### src/rtl/uart_pkg.sv
// Shared definitions for the UART command decoder: FSM state encoding,
// frame defaults and the length-validity helper.
package uart_pkg;

  typedef enum logic [2:0] {
    ST_HUNT    = 3'd0,
    ST_OP      = 3'd1,
    ST_LEN     = 3'd2,
    ST_PAYLOAD = 3'd3,
    ST_CHK     = 3'd4,
    ST_HOLD    = 3'd5
  } state_e;

  localparam logic [7:0] SYNC_BYTE_DEF      = 8'hA5;
  localparam int         MAX_LEN_DEF        = 8;
  localparam int         TIMEOUT_CYCLES_DEF = 4096;

  // Judged on the full received byte, before it is narrowed to the 4-bit length.
  function automatic logic len_invalid(input logic [7:0] len, input int max_len);
    return (len == 8'd0) || (int'(len) > max_len);
  endfunction

endpackage

### src/rtl/uart_cmd_decoder_if.sv
// Byte-stream input and command/error output bundle of the UART command decoder.
// master = decoder side, slave = byte source / command consumer side.
interface uart_cmd_decoder_if
  import uart_pkg::*;
#(
  parameter int MAX_LEN = MAX_LEN_DEF
);
  logic                 data_ready;
  logic [7:0]           data_in;
  logic                 cmd_ready;
  logic                 cmd_valid;
  logic [7:0]           cmd_op;
  logic [3:0]           cmd_len;
  logic [MAX_LEN*8-1:0] cmd_payload;
  logic                 err_chk;
  logic                 err_len;
  logic                 err_timeout;
  logic                 err_overrun;
  logic                 busy;

  modport master (
    input  data_ready, data_in, cmd_ready,
    output cmd_valid, cmd_op, cmd_len, cmd_payload,
    output err_chk, err_len, err_timeout, err_overrun, busy
  );

  modport slave (
    output data_ready, data_in, cmd_ready,
    input  cmd_valid, cmd_op, cmd_len, cmd_payload,
    input  err_chk, err_len, err_timeout, err_overrun, busy
  );
endinterface

### src/rtl/uart_timeout_counter.sv
// Watchdog counter: counts enabled cycles since the last clear and flags the
// cycle in which LIMIT cycles have elapsed; reusable as a receiver idle watchdog.
module uart_timeout_counter #(
  parameter int LIMIT = 4096,
  parameter bit DOWN  = 1'b0,
  parameter int W     = (LIMIT > 1) ? $clog2(LIMIT) : 1
) (
  input  logic clk_i,
  input  logic rst_i,
  input  logic clr_i,
  input  logic en_i,
  output logic expire_o
);
  localparam logic [W-1:0] LAST  = W'(LIMIT - 1);
  localparam logic [W-1:0] ONE   = W'(1);
  localparam logic [W-1:0] START = DOWN ? LAST : '0;
  localparam logic [W-1:0] TERM  = DOWN ? '0 : LAST;

  logic [W-1:0] cnt_q, cnt_d, step;

  generate
    if (DOWN) begin : g_down
      assign step = cnt_q - ONE;
    end else begin : g_up
      assign step = cnt_q + ONE;
    end
  endgenerate

  // A clear in the terminal cycle suppresses the expiry.
  assign expire_o = en_i && !clr_i && (cnt_q == TERM);

  always_comb begin
    cnt_d = cnt_q;
    if (clr_i) begin
      cnt_d = START;
    end else if (en_i) begin
      cnt_d = (cnt_q == TERM) ? START : step;
    end
  end

  always_ff @(posedge clk_i or posedge rst_i) begin
    if (rst_i) cnt_q <= START;
    else       cnt_q <= cnt_d;
  end
endmodule

### src/rtl/uart_cmd_decoder.sv
// Frames UART bytes (SYNC, OP, LEN, payload, XOR CHK) into commands presented
// over valid/ready, with pulsed checksum, length, timeout and overrun errors.
module uart_cmd_decoder
  import uart_pkg::*;
#(
  parameter logic [7:0] SYNC_BYTE      = SYNC_BYTE_DEF,
  parameter int         MAX_LEN        = MAX_LEN_DEF,
  parameter int         TIMEOUT_CYCLES = TIMEOUT_CYCLES_DEF
) (
  input  logic               clk_i,
  input  logic               rst_i,
  uart_cmd_decoder_if.master bus_if
);
  localparam int PW = MAX_LEN * 8;

  state_e        state_q, state_d;
  logic [7:0]    op_q, op_d, chk_q, chk_d;
  logic [3:0]    len_q, len_d, cnt_q, cnt_d;
  logic [PW-1:0] pay_q, pay_d;
  logic          cmd_valid_q, cmd_valid_d;
  logic [7:0]    cmd_op_q, cmd_op_d;
  logic [3:0]    cmd_len_q, cmd_len_d;
  logic [PW-1:0] cmd_payload_q, cmd_payload_d;
  logic          err_chk_q, err_chk_d, err_len_q, err_len_d;
  logic          err_timeout_q, err_timeout_d, err_overrun_q, err_overrun_d;
  logic          busy_q, busy_d;

  logic               pay_clr, pay_wr;
  logic [MAX_LEN-1:0] slot_we;
  logic               tmo_en, tmo_clr, tmo_expire;
  logic               dr;
  logic [7:0]         din;

  assign dr  = bus_if.data_ready;
  assign din = bus_if.data_in;

  // The watchdog only runs while a frame is partially received.
  assign tmo_en  = (state_q != ST_HUNT) && (state_q != ST_HOLD);
  assign tmo_clr = dr || (state_q == ST_HUNT);

  uart_timeout_counter #(.LIMIT(TIMEOUT_CYCLES)) u_tmo (
    .clk_i    (clk_i),
    .rst_i    (rst_i),
    .clr_i    (tmo_clr),
    .en_i     (tmo_en),
    .expire_o (tmo_expire)
  );

  for (genvar gi = 0; gi < MAX_LEN; gi++) begin : g_slot
    assign slot_we[gi] = pay_wr && (cnt_q == 4'(gi));
  end

  always_comb begin
    pay_d = pay_q;
    if (pay_clr) pay_d = '0;
    for (int i = 0; i < MAX_LEN; i++) begin
      if (slot_we[i]) pay_d[i*8 +: 8] = din;
    end
  end

  always_comb begin
    state_d       = state_q;
    op_d          = op_q;
    len_d         = len_q;
    chk_d         = chk_q;
    cnt_d         = cnt_q;
    pay_clr       = 1'b0;
    pay_wr        = 1'b0;
    cmd_valid_d   = cmd_valid_q;
    cmd_op_d      = cmd_op_q;
    cmd_len_d     = cmd_len_q;
    cmd_payload_d = cmd_payload_q;
    err_chk_d     = 1'b0;
    err_len_d     = 1'b0;
    err_timeout_d = 1'b0;
    err_overrun_d = 1'b0;

    case (state_q)
      ST_HUNT: begin
        if (dr && din == SYNC_BYTE) begin
          pay_clr = 1'b1;
          chk_d   = 8'd0;
          state_d = ST_OP;
        end
      end
      ST_OP: begin
        if (dr) begin
          op_d    = din;
          chk_d   = din;
          state_d = ST_LEN;
        end
      end
      ST_LEN: begin
        if (dr) begin
          if (len_invalid(din, MAX_LEN)) begin
            err_len_d = 1'b1;
            state_d   = ST_HUNT;
          end else begin
            len_d   = din[3:0];
            chk_d   = chk_q ^ din;
            cnt_d   = 4'd0;
            state_d = ST_PAYLOAD;
          end
        end
      end
      ST_PAYLOAD: begin
        if (dr) begin
          pay_wr = 1'b1;
          chk_d  = chk_q ^ din;
          cnt_d  = cnt_q + 4'd1;
          if (cnt_q == len_q - 4'd1) state_d = ST_CHK;
        end
      end
      ST_CHK: begin
        if (dr) begin
          if (din == chk_q) begin
            cmd_op_d      = op_q;
            cmd_len_d     = len_q;
            cmd_payload_d = pay_q;
            cmd_valid_d   = 1'b1;
            state_d       = ST_HOLD;
          end else begin
            err_chk_d = 1'b1;
            state_d   = ST_HUNT;
          end
        end
      end
      ST_HOLD: begin
        // Bytes arriving while a command is held are dropped, SYNC included.
        if (dr) err_overrun_d = 1'b1;
        if (bus_if.cmd_ready) begin
          cmd_valid_d = 1'b0;
          state_d     = ST_HUNT;
        end
      end
      default: state_d = ST_HUNT;
    endcase

    // Expiry is only signalled without a byte in the same cycle, so it never
    // collides with the byte-driven transitions above.
    if (tmo_expire) begin
      err_timeout_d = 1'b1;
      state_d       = ST_HUNT;
    end
  end

  assign busy_d = (state_d != ST_HUNT);

  always_ff @(posedge clk_i or posedge rst_i) begin
    if (rst_i) begin
      state_q       <= ST_HUNT;
      op_q          <= '0;
      len_q         <= '0;
      chk_q         <= '0;
      cnt_q         <= '0;
      pay_q         <= '0;
      cmd_valid_q   <= 1'b0;
      cmd_op_q      <= '0;
      cmd_len_q     <= '0;
      cmd_payload_q <= '0;
      err_chk_q     <= 1'b0;
      err_len_q     <= 1'b0;
      err_timeout_q <= 1'b0;
      err_overrun_q <= 1'b0;
      busy_q        <= 1'b0;
    end else begin
      state_q       <= state_d;
      op_q          <= op_d;
      len_q         <= len_d;
      chk_q         <= chk_d;
      cnt_q         <= cnt_d;
      pay_q         <= pay_d;
      cmd_valid_q   <= cmd_valid_d;
      cmd_op_q      <= cmd_op_d;
      cmd_len_q     <= cmd_len_d;
      cmd_payload_q <= cmd_payload_d;
      err_chk_q     <= err_chk_d;
      err_len_q     <= err_len_d;
      err_timeout_q <= err_timeout_d;
      err_overrun_q <= err_overrun_d;
      busy_q        <= busy_d;
    end
  end

  assign bus_if.cmd_valid   = cmd_valid_q;
  assign bus_if.cmd_op      = cmd_op_q;
  assign bus_if.cmd_len     = cmd_len_q;
  assign bus_if.cmd_payload = cmd_payload_q;
  assign bus_if.err_chk     = err_chk_q;
  assign bus_if.err_len     = err_len_q;
  assign bus_if.err_timeout = err_timeout_q;
  assign bus_if.err_overrun = err_overrun_q;
  assign bus_if.busy        = busy_q;
endmodule

### src/flat_wrapper.sv
// flat-port wrapper written by rule: the top's interface ports become plain ports
module uart_cmd_decoder_flat import uart_pkg::*;
#(
  parameter logic [7:0] SYNC_BYTE      = SYNC_BYTE_DEF,
  parameter int         MAX_LEN        = MAX_LEN_DEF,
  parameter int         TIMEOUT_CYCLES = TIMEOUT_CYCLES_DEF
)
  (clk_i, rst_i, bus_if_data_ready, bus_if_data_in, bus_if_cmd_ready, bus_if_cmd_valid, bus_if_cmd_op, bus_if_cmd_len, bus_if_cmd_payload, bus_if_err_chk, bus_if_err_len, bus_if_err_timeout, bus_if_err_overrun, bus_if_busy);
  uart_cmd_decoder_if #(.MAX_LEN(MAX_LEN)) bus_if_i ();
  input  logic clk_i;
  input  logic rst_i;
  input wire logic [$bits(bus_if_i.data_ready)-1:0] bus_if_data_ready;
  input wire logic [$bits(bus_if_i.data_in)-1:0] bus_if_data_in;
  input wire logic [$bits(bus_if_i.cmd_ready)-1:0] bus_if_cmd_ready;
  output wire logic [$bits(bus_if_i.cmd_valid)-1:0] bus_if_cmd_valid;
  output wire logic [$bits(bus_if_i.cmd_op)-1:0] bus_if_cmd_op;
  output wire logic [$bits(bus_if_i.cmd_len)-1:0] bus_if_cmd_len;
  output wire logic [$bits(bus_if_i.cmd_payload)-1:0] bus_if_cmd_payload;
  output wire logic [$bits(bus_if_i.err_chk)-1:0] bus_if_err_chk;
  output wire logic [$bits(bus_if_i.err_len)-1:0] bus_if_err_len;
  output wire logic [$bits(bus_if_i.err_timeout)-1:0] bus_if_err_timeout;
  output wire logic [$bits(bus_if_i.err_overrun)-1:0] bus_if_err_overrun;
  output wire logic [$bits(bus_if_i.busy)-1:0] bus_if_busy;
  assign bus_if_i.data_ready = bus_if_data_ready;
  assign bus_if_i.data_in = bus_if_data_in;
  assign bus_if_i.cmd_ready = bus_if_cmd_ready;
  assign bus_if_cmd_valid = bus_if_i.cmd_valid;
  assign bus_if_cmd_op = bus_if_i.cmd_op;
  assign bus_if_cmd_len = bus_if_i.cmd_len;
  assign bus_if_cmd_payload = bus_if_i.cmd_payload;
  assign bus_if_err_chk = bus_if_i.err_chk;
  assign bus_if_err_len = bus_if_i.err_len;
  assign bus_if_err_timeout = bus_if_i.err_timeout;
  assign bus_if_err_overrun = bus_if_i.err_overrun;
  assign bus_if_busy = bus_if_i.busy;
  uart_cmd_decoder #(.SYNC_BYTE(SYNC_BYTE), .MAX_LEN(MAX_LEN), .TIMEOUT_CYCLES(TIMEOUT_CYCLES)) u_core (.clk_i(clk_i), .rst_i(rst_i), .bus_if(bus_if_i));
endmodule
### config.mk
export PLATFORM = sky130hd
export DESIGN_NAME = uart_cmd_decoder_flat
export DESIGN_NICKNAME = d
export VERILOG_FILES = /design/src/rtl/uart_pkg.sv /design/src/rtl/uart_cmd_decoder_if.sv /design/src/rtl/uart_timeout_counter.sv /design/src/rtl/uart_cmd_decoder.sv /design/src/flat_wrapper.sv
export SDC_FILE = /design/constraint.sdc
export NUM_CORES = 1
export LEC_CHECK = 0
export ABC_CLOCK_PERIOD_IN_PS = 7800
export CELL_PAD_IN_SITES_DETAIL_PLACEMENT = 1
export CELL_PAD_IN_SITES_GLOBAL_PLACEMENT = 1
export CORE_ASPECT_RATIO = 0.9
export CORE_MARGIN = 4
export CORE_UTILIZATION = 40
export DETAILED_ROUTE_END_ITERATION = 8
export PLACE_DENSITY = 0.73
export SLEW_MARGIN = 20
export SYNTH_ARGS = -nofsm -noshare
export SYNTH_HDL_FRONTEND = slang
export SYNTH_HIERARCHICAL = 1
export SYNTH_SLANG_ARGS = --single-unit
### constraint.sdc
create_clock -name clk_i -period 7.8 [get_ports clk_i]
set_input_delay 2.34 -clock clk_i [delete_from_list [all_inputs] [get_ports clk_i]]
set_output_delay 2.34 -clock clk_i [all_outputs]
set_load 0.03 [all_outputs]
# Word level (Yosys, flattened, before mapping)

Index checks and enable logic that the tools add are counted.

$lt $le $gt $ge: 1
Mux-type cells: 49
Add/subtract/negate cells: 3
Reductions and logical operators: 38
Eq/ne operators: 25
Bitwise operators: 2

Operators with widths:

| kind                    | number |
|---|---|
| $mux W8                 | 13 |
| $mux W64                | 1 |
| $mux W12                | 3 |
| $pmux W8 S4             | 1 |
| $mux W3                 | 9 |
| $reduce_bool A2 Y1      | 11 |
| $pmux W3 S6             | 1 |
| $eq A4 B3 Y1 const B    | 4 |
| $mux W1                 | 15 |
| $ne A2 B2 Y1 const B    | 7 |
| $add A12 B1 Y12 const B | 1 |
| $eq A12 B12 Y1 const B  | 1 |
| $logic_and A1 B1 Y1     | 12 |
| $mux W4                 | 3 |
| $eq A4 B2 Y1 const B    | 2 |
| $eq A8 B8 Y1            | 1 |
| $eq A8 B8 Y1 const B    | 1 |
| $gt A8 B4 Y1 const B    | 1 |
| $logic_not A8 Y1        | 1 |
| $pmux W4 S2             | 1 |
| $reduce_and A4 Y1       | 2 |
| $xor A8 B8 Y8           | 1 |
| $eq A3 B2 Y1 const B    | 2 |
| $eq A3 B3 Y1 const B    | 2 |
| other kinds (19)        | 22 |

Output and inout port bits: 82
Register bits: 185

# Logic depth before layout (Yosys ltp)

Word-level depth: 7
Mapped depth: 9
Gate-level depth less buffers: 7

# Cells and area by module

The synthesis kept the hierarchy.

By module, submodules not included:

| module               | area an instance (µm²) | cells each | sequential area each (µm²) | times used |
|---|---|---|---|---|
| uart_cmd_decoder     | 7269.5                 | 645        | 4329.2                     | 1 |
| uart_timeout_counter | 670.6                  | 74         | 300.3                      | 1 |

# Least setup slack after synthesis

OpenSTA, ideal clock, no wires.

Path kind: in2reg
Start: input port bus_if_data_in[0]
End: register u_core.len_q[0]
Stages: 5
Setup slack: 3.971 ns
Data required time: 7.675 ns
Buffers on the path: 1
Arrival time: 3.704 ns
Path through: clkbuf_1 -> or4_1 -> and3_1 -> nand3b_1 -> mux2_2

Longest elaborated chain between the ends: 4
Elaborated cells on any way between the ends: 5
Those cells by class: order compare (1); bitwise (1); reduce/logical (3)

Ends and longest elaborated chain:

| item                                             | line                    | text |
|---|---|---|
| from (decl)                                      | flat_wrapper.sv:13      | `input wire logic [$bits(bus_if_i.data_in)-1:0] bus_if_data_in;` |
| $gt A8 B4 Y1 or $logic_not A8 Y1 (tied branches) | uart_pkg.sv:20          | `return (len == 8'd0) \|\| (int'(len) > max_len);` |
| $logic_or A1 B1 Y1                               | uart_pkg.sv:20          |  |
| $not A1 Y1 (no line)                             | n/a                     |  |
| $reduce_and A3 Y1 (no line)                      | n/a                     |  |
| to (signal assigned)                             | uart_cmd_decoder.sv:169 | `len_q <= len_d;` |
| to (decl)                                        | uart_cmd_decoder.sv:18  | `logic [3:0] len_q, len_d, cnt_q, cnt_d;` |

Parallel ways exist; a longest one is shown, timed or not.
A chain may end at the register's enable or synchronous reset.

# Worst setup path after layout

Start: input port bus_if_data_in[5]
End: register u_core.cmd_payload_q[44] (netlist: u_core/bus_if.cmd_payload[44])

Longest elaborated chain between the ends: 2

Ends and longest elaborated chain:

| item                        | line                    | text |
|---|---|---|
| $eq A8 B8 Y1                | uart_cmd_decoder.sv:116 | `if (din == chk_q) begin` |
| $reduce_and A3 Y1 (no line) | n/a                     |  |
| to (signal assigned)        | uart_cmd_decoder.sv:176 | `cmd_payload_q <= cmd_payload_d;` |
| to (decl)                   | uart_cmd_decoder.sv:23  | `logic [PW-1:0] cmd_payload_q, cmd_payload_d;` |

Every way passes these cells.

==> impl_results.md <==
* Final Instance Area at 9646 um2
* Clk_skew at 9.785 ps
* IO buf count at 93
* Hold buffers post-CTS at 0
* Area share of the largest cell type after synthesis at 0.5830
* Largest net degree at the start of global routing at about 130
* First-pass GRT wire length at 32580 um
* Number of flops mapped to enable cells by yosys at 0
* Post-route insts no fill at 1046
* Critical path class: in2reg
* Setup TNS Final at 0 ps
* Total CTS buffers at 17
* Die X at ~160 um
* Reg2Reg Depth at 5
* Worst r2r src: u_core/chk_q[6]
* # placed instances at 1013
* Total number of vias at 5452
* Top-level I/O count at 94
* Max H-tree Level at 4
* Slew of the pin with the lowest slew margin at 915.2 ps
* Antenna viol nets, final at 0
* Setup crit start kind: input pin
* Crit Path Max Fanout at 47
* Fill count at between 2000 and 2500
* Sequential share of power at 0.495
* Number of inserted diodes at 0
* Total core area at 19340 um2
* CTS Buffer Depth at 2
* Net Sw Frac at 0.2391
* PD cells at 221.5 nW/um2
* Final period util at 0.6618
* Run status: finished clean
* Top-count cell post-synth: dfrtp_1
* Vias in the first global route at 6032
* CTS root buffer: clkbuf_16
* Synthesized area per cell at approximately 11 um2
* Cell taking the most area after synthesis: dfrtp_1
* Post-CTS Setup Inserts at 0
* Met1 global-route usage at 0.2520
* Critical Path Sink Type: flip-flop
* Net Sw Power at 0.5107 mW
* Max_cap viols at 0
* WL per Instance at 18.62 um
* Die extent in y at ~140 um
* Dpl cell area at 8991 um2
* Initial Utilization at 0.4106
* Min Tclk post-route at about 5200 ps
* Critical Path AT at ~5500 ps
* Slew Limit Headroom at 0.3880
* Count of final setup violators at 0
* Drt initial violations at between 300 and 400
* Fin nets at 801
* CTS tree: built
* Drt total wl at 19480 um
* Met2 Use GR at 0.3071
* HP Class: reg2reg
* Sink Count at 185
* Post-Syn Area at 7940 um2
* Post-DP HPWL at 12730 um
* Clk pin slew, worst setup/hold paths at 60 ps
* Row cnt at 48
* Fin. max-slew vios at 0
* DRC violations left at 0
* P_int at 1.626 mW
* Seq/Total Area, Yosys at 0.5830
* Critical Path RT at 8110 ps
* All-Layer GR Usage at 0.1855
* Syn nets at between 700 and 800
* P&R area growth vs syn at 21.48%
* Clk_lat worst skew at 430 ps
* Unrepaired setup endpoints after global routing: false
* Asr flop ratio synth at 1.000
* Combinational power share at 0.072
* Met3 usage at 0.03416
* Initial antenna violation count at 0
* Synth cell types at 52
* Worst Setup SP: bus_if_data_in[5]
* Congestion Overflow GR at 0
* Drt pass-1 iters at 4
* Commonest cells post-synth: dfrtp_1 (185), nand2_1 (155), mux2_2 (89)
* HP Start: u_core/chk_q[3]
* Main synth FF type: dfrtp_1
* Worst Hold Path Cells at 1
* Layout cells sized above 1 at 0.1683
* Cells after Synth at 719
* Maximum VDD drop at 0.1597 mV
* Avg Vias per Cell at 5.212
* Achievable Freq at 0.1937 GHz
* Die Area at approximately 22000 um2
* P_leak at 4.340 nW
* Layer with the highest usage: met2
* Post-route setup slack at between 2000 and 3000 ps
* GP Congestion at between 0.8 and 0.9
* Synth Register Bits at 185
* Post-layout util at 0.4988
* Synth Warn # at 6
* Clock power share at 0.432
* Hold Fails Final Rpt at 0
* Post-place setup slack at 1840 ps
* Top cells by area, synth: dfrtp_1 (58%), mux2_2 (13%), nand2_1 (7.3%)
* Resized cells post-CTS at 0
final cells by class:
cell class                      count  area (um2)  share of cell area
Tap cell                          250       312.8             0.03243
Clock inverter                     13       188.9             0.01959
Timing Repair Buffer               98       980.9              0.1017
Clock buffer                       19       442.9             0.04592
Multi-Input combinational cell    471        3045              0.3157
Sequential cell                   185        4629              0.4800
Inverter                           10       45.04            0.004670
per-layer routing:
layer | wire (um) | up-vias
li1 | - | 2560
met1 | 8975 | 2789
met2 | 9701 | 87
met3 | 614 | 16
met4 | 189 | 0
met5 | 0 | -
power groups by stage:
stage / clock, mW / sequential, mW / combinational, mW
after global placement: 0 / 1.07 / 0.147
after global routing: 0.990 / 1.06 / 0.175
after detailed placement: 0 / 1.08 / 0.156
after CTS: 0.946 / 1.06 / 0.157
final: 0.924 / 1.06 / 0.154
after floorplan: 0 / 1.06 / 0.116
cells in the final DEF (no fill, tap or decap), types with 4 or more instances in the layout:
master / synthesis / final
clkbuf_16: 0 / 17
nand3_1: 9 / 9
a21oi_1: 7 / 7
nand2_1: 155 / 155
and2_1: 8 / 8
or3_1: 4 / 4
inv_6: 0 / 4
nor4_1: 4 / 4
buf_4: 0 / 4
ha_1: 6 / 6
mux2_2: 89 / 89
xor2_1: 11 / 11
inv_1: 10 / 9
and3_1: 4 / 4
nor3_1: 6 / 6
bufinv_16: 0 / 4
mux2i_1: 4 / 4
nand4_1: 5 / 5
a211oi_1: 4 / 4
clkdlybuf4s50_1: 0 / 93
nor2_1: 17 / 17
xnor2_1: 6 / 6
dfrtp_1: 185 / 185
o21ai_0: 85 / 85
registers in the layout, summed over array words and instances (netlist names):
| name | cells |
|---|---|
| u_core/state_q | 3 |
| u_core/op_q | 8 |
| u_core/u_tmo/cnt_q | 12 |
| u_core/len_q | 4 |
| u_core/bus_if.busy | 1 |
| u_core/bus_if.err_overrun | 1 |
| u_core/bus_if.cmd_payload | 64 |
| u_core/pay_q | 64 |
| u_core/bus_if.err_len | 1 |
| u_core/bus_if.err_chk | 1 |
| u_core/bus_if.cmd_len | 4 |
| u_core/bus_if.cmd_op | 8 |
| u_core/bus_if.err_timeout | 1 |
| u_core/cnt_q | 4 |
| u_core/bus_if.cmd_valid | 1 |
| u_core/chk_q | 8 |
worst max-delay path: stages:
cell             delay, ps
clkdlybuf4s50_1        900
xor2_1                 350
nor4_2                 490
nand3_4                630
buf_12                 420
mux2_2                 310
kinds of logic after synthesis:
group                      synth area share
xor gates and xnor gates            0.02159
adders and majority gates          0.009455
DFF                                  0.5830
AOI/OAI and AO/OA                   0.08178
and+or+nand+nor                      0.1385
muxes                                0.1313
buffers and inverters               0.03435
per-stage QoR:
stage          hold WS, ps  total power, mW
4_1_cts              514.9            2.162
5_1_grt              523.3            2.230
3_3_place_gp         484.6            1.217
3_5_place_dp         494.6            1.233
2_1_floorplan        469.7            1.174
6_report             506.4            2.136
final timing paths:
kind | to | slack [ps]
max | u_core/bus_if.cmd_payload[44] | 2640
min | u_core/chk_q[3] | 510
max reg2reg | u_core/bus_if.cmd_payload[44] | 5200
min reg2reg | u_core/chk_q[3] | 510
max in group asynchronous | u_core/cnt_q[3] | 4070
min in group asynchronous | u_core/u_tmo/cnt_q[2] | 2410
No activity file was read; power rests on OpenSTA's default activity.
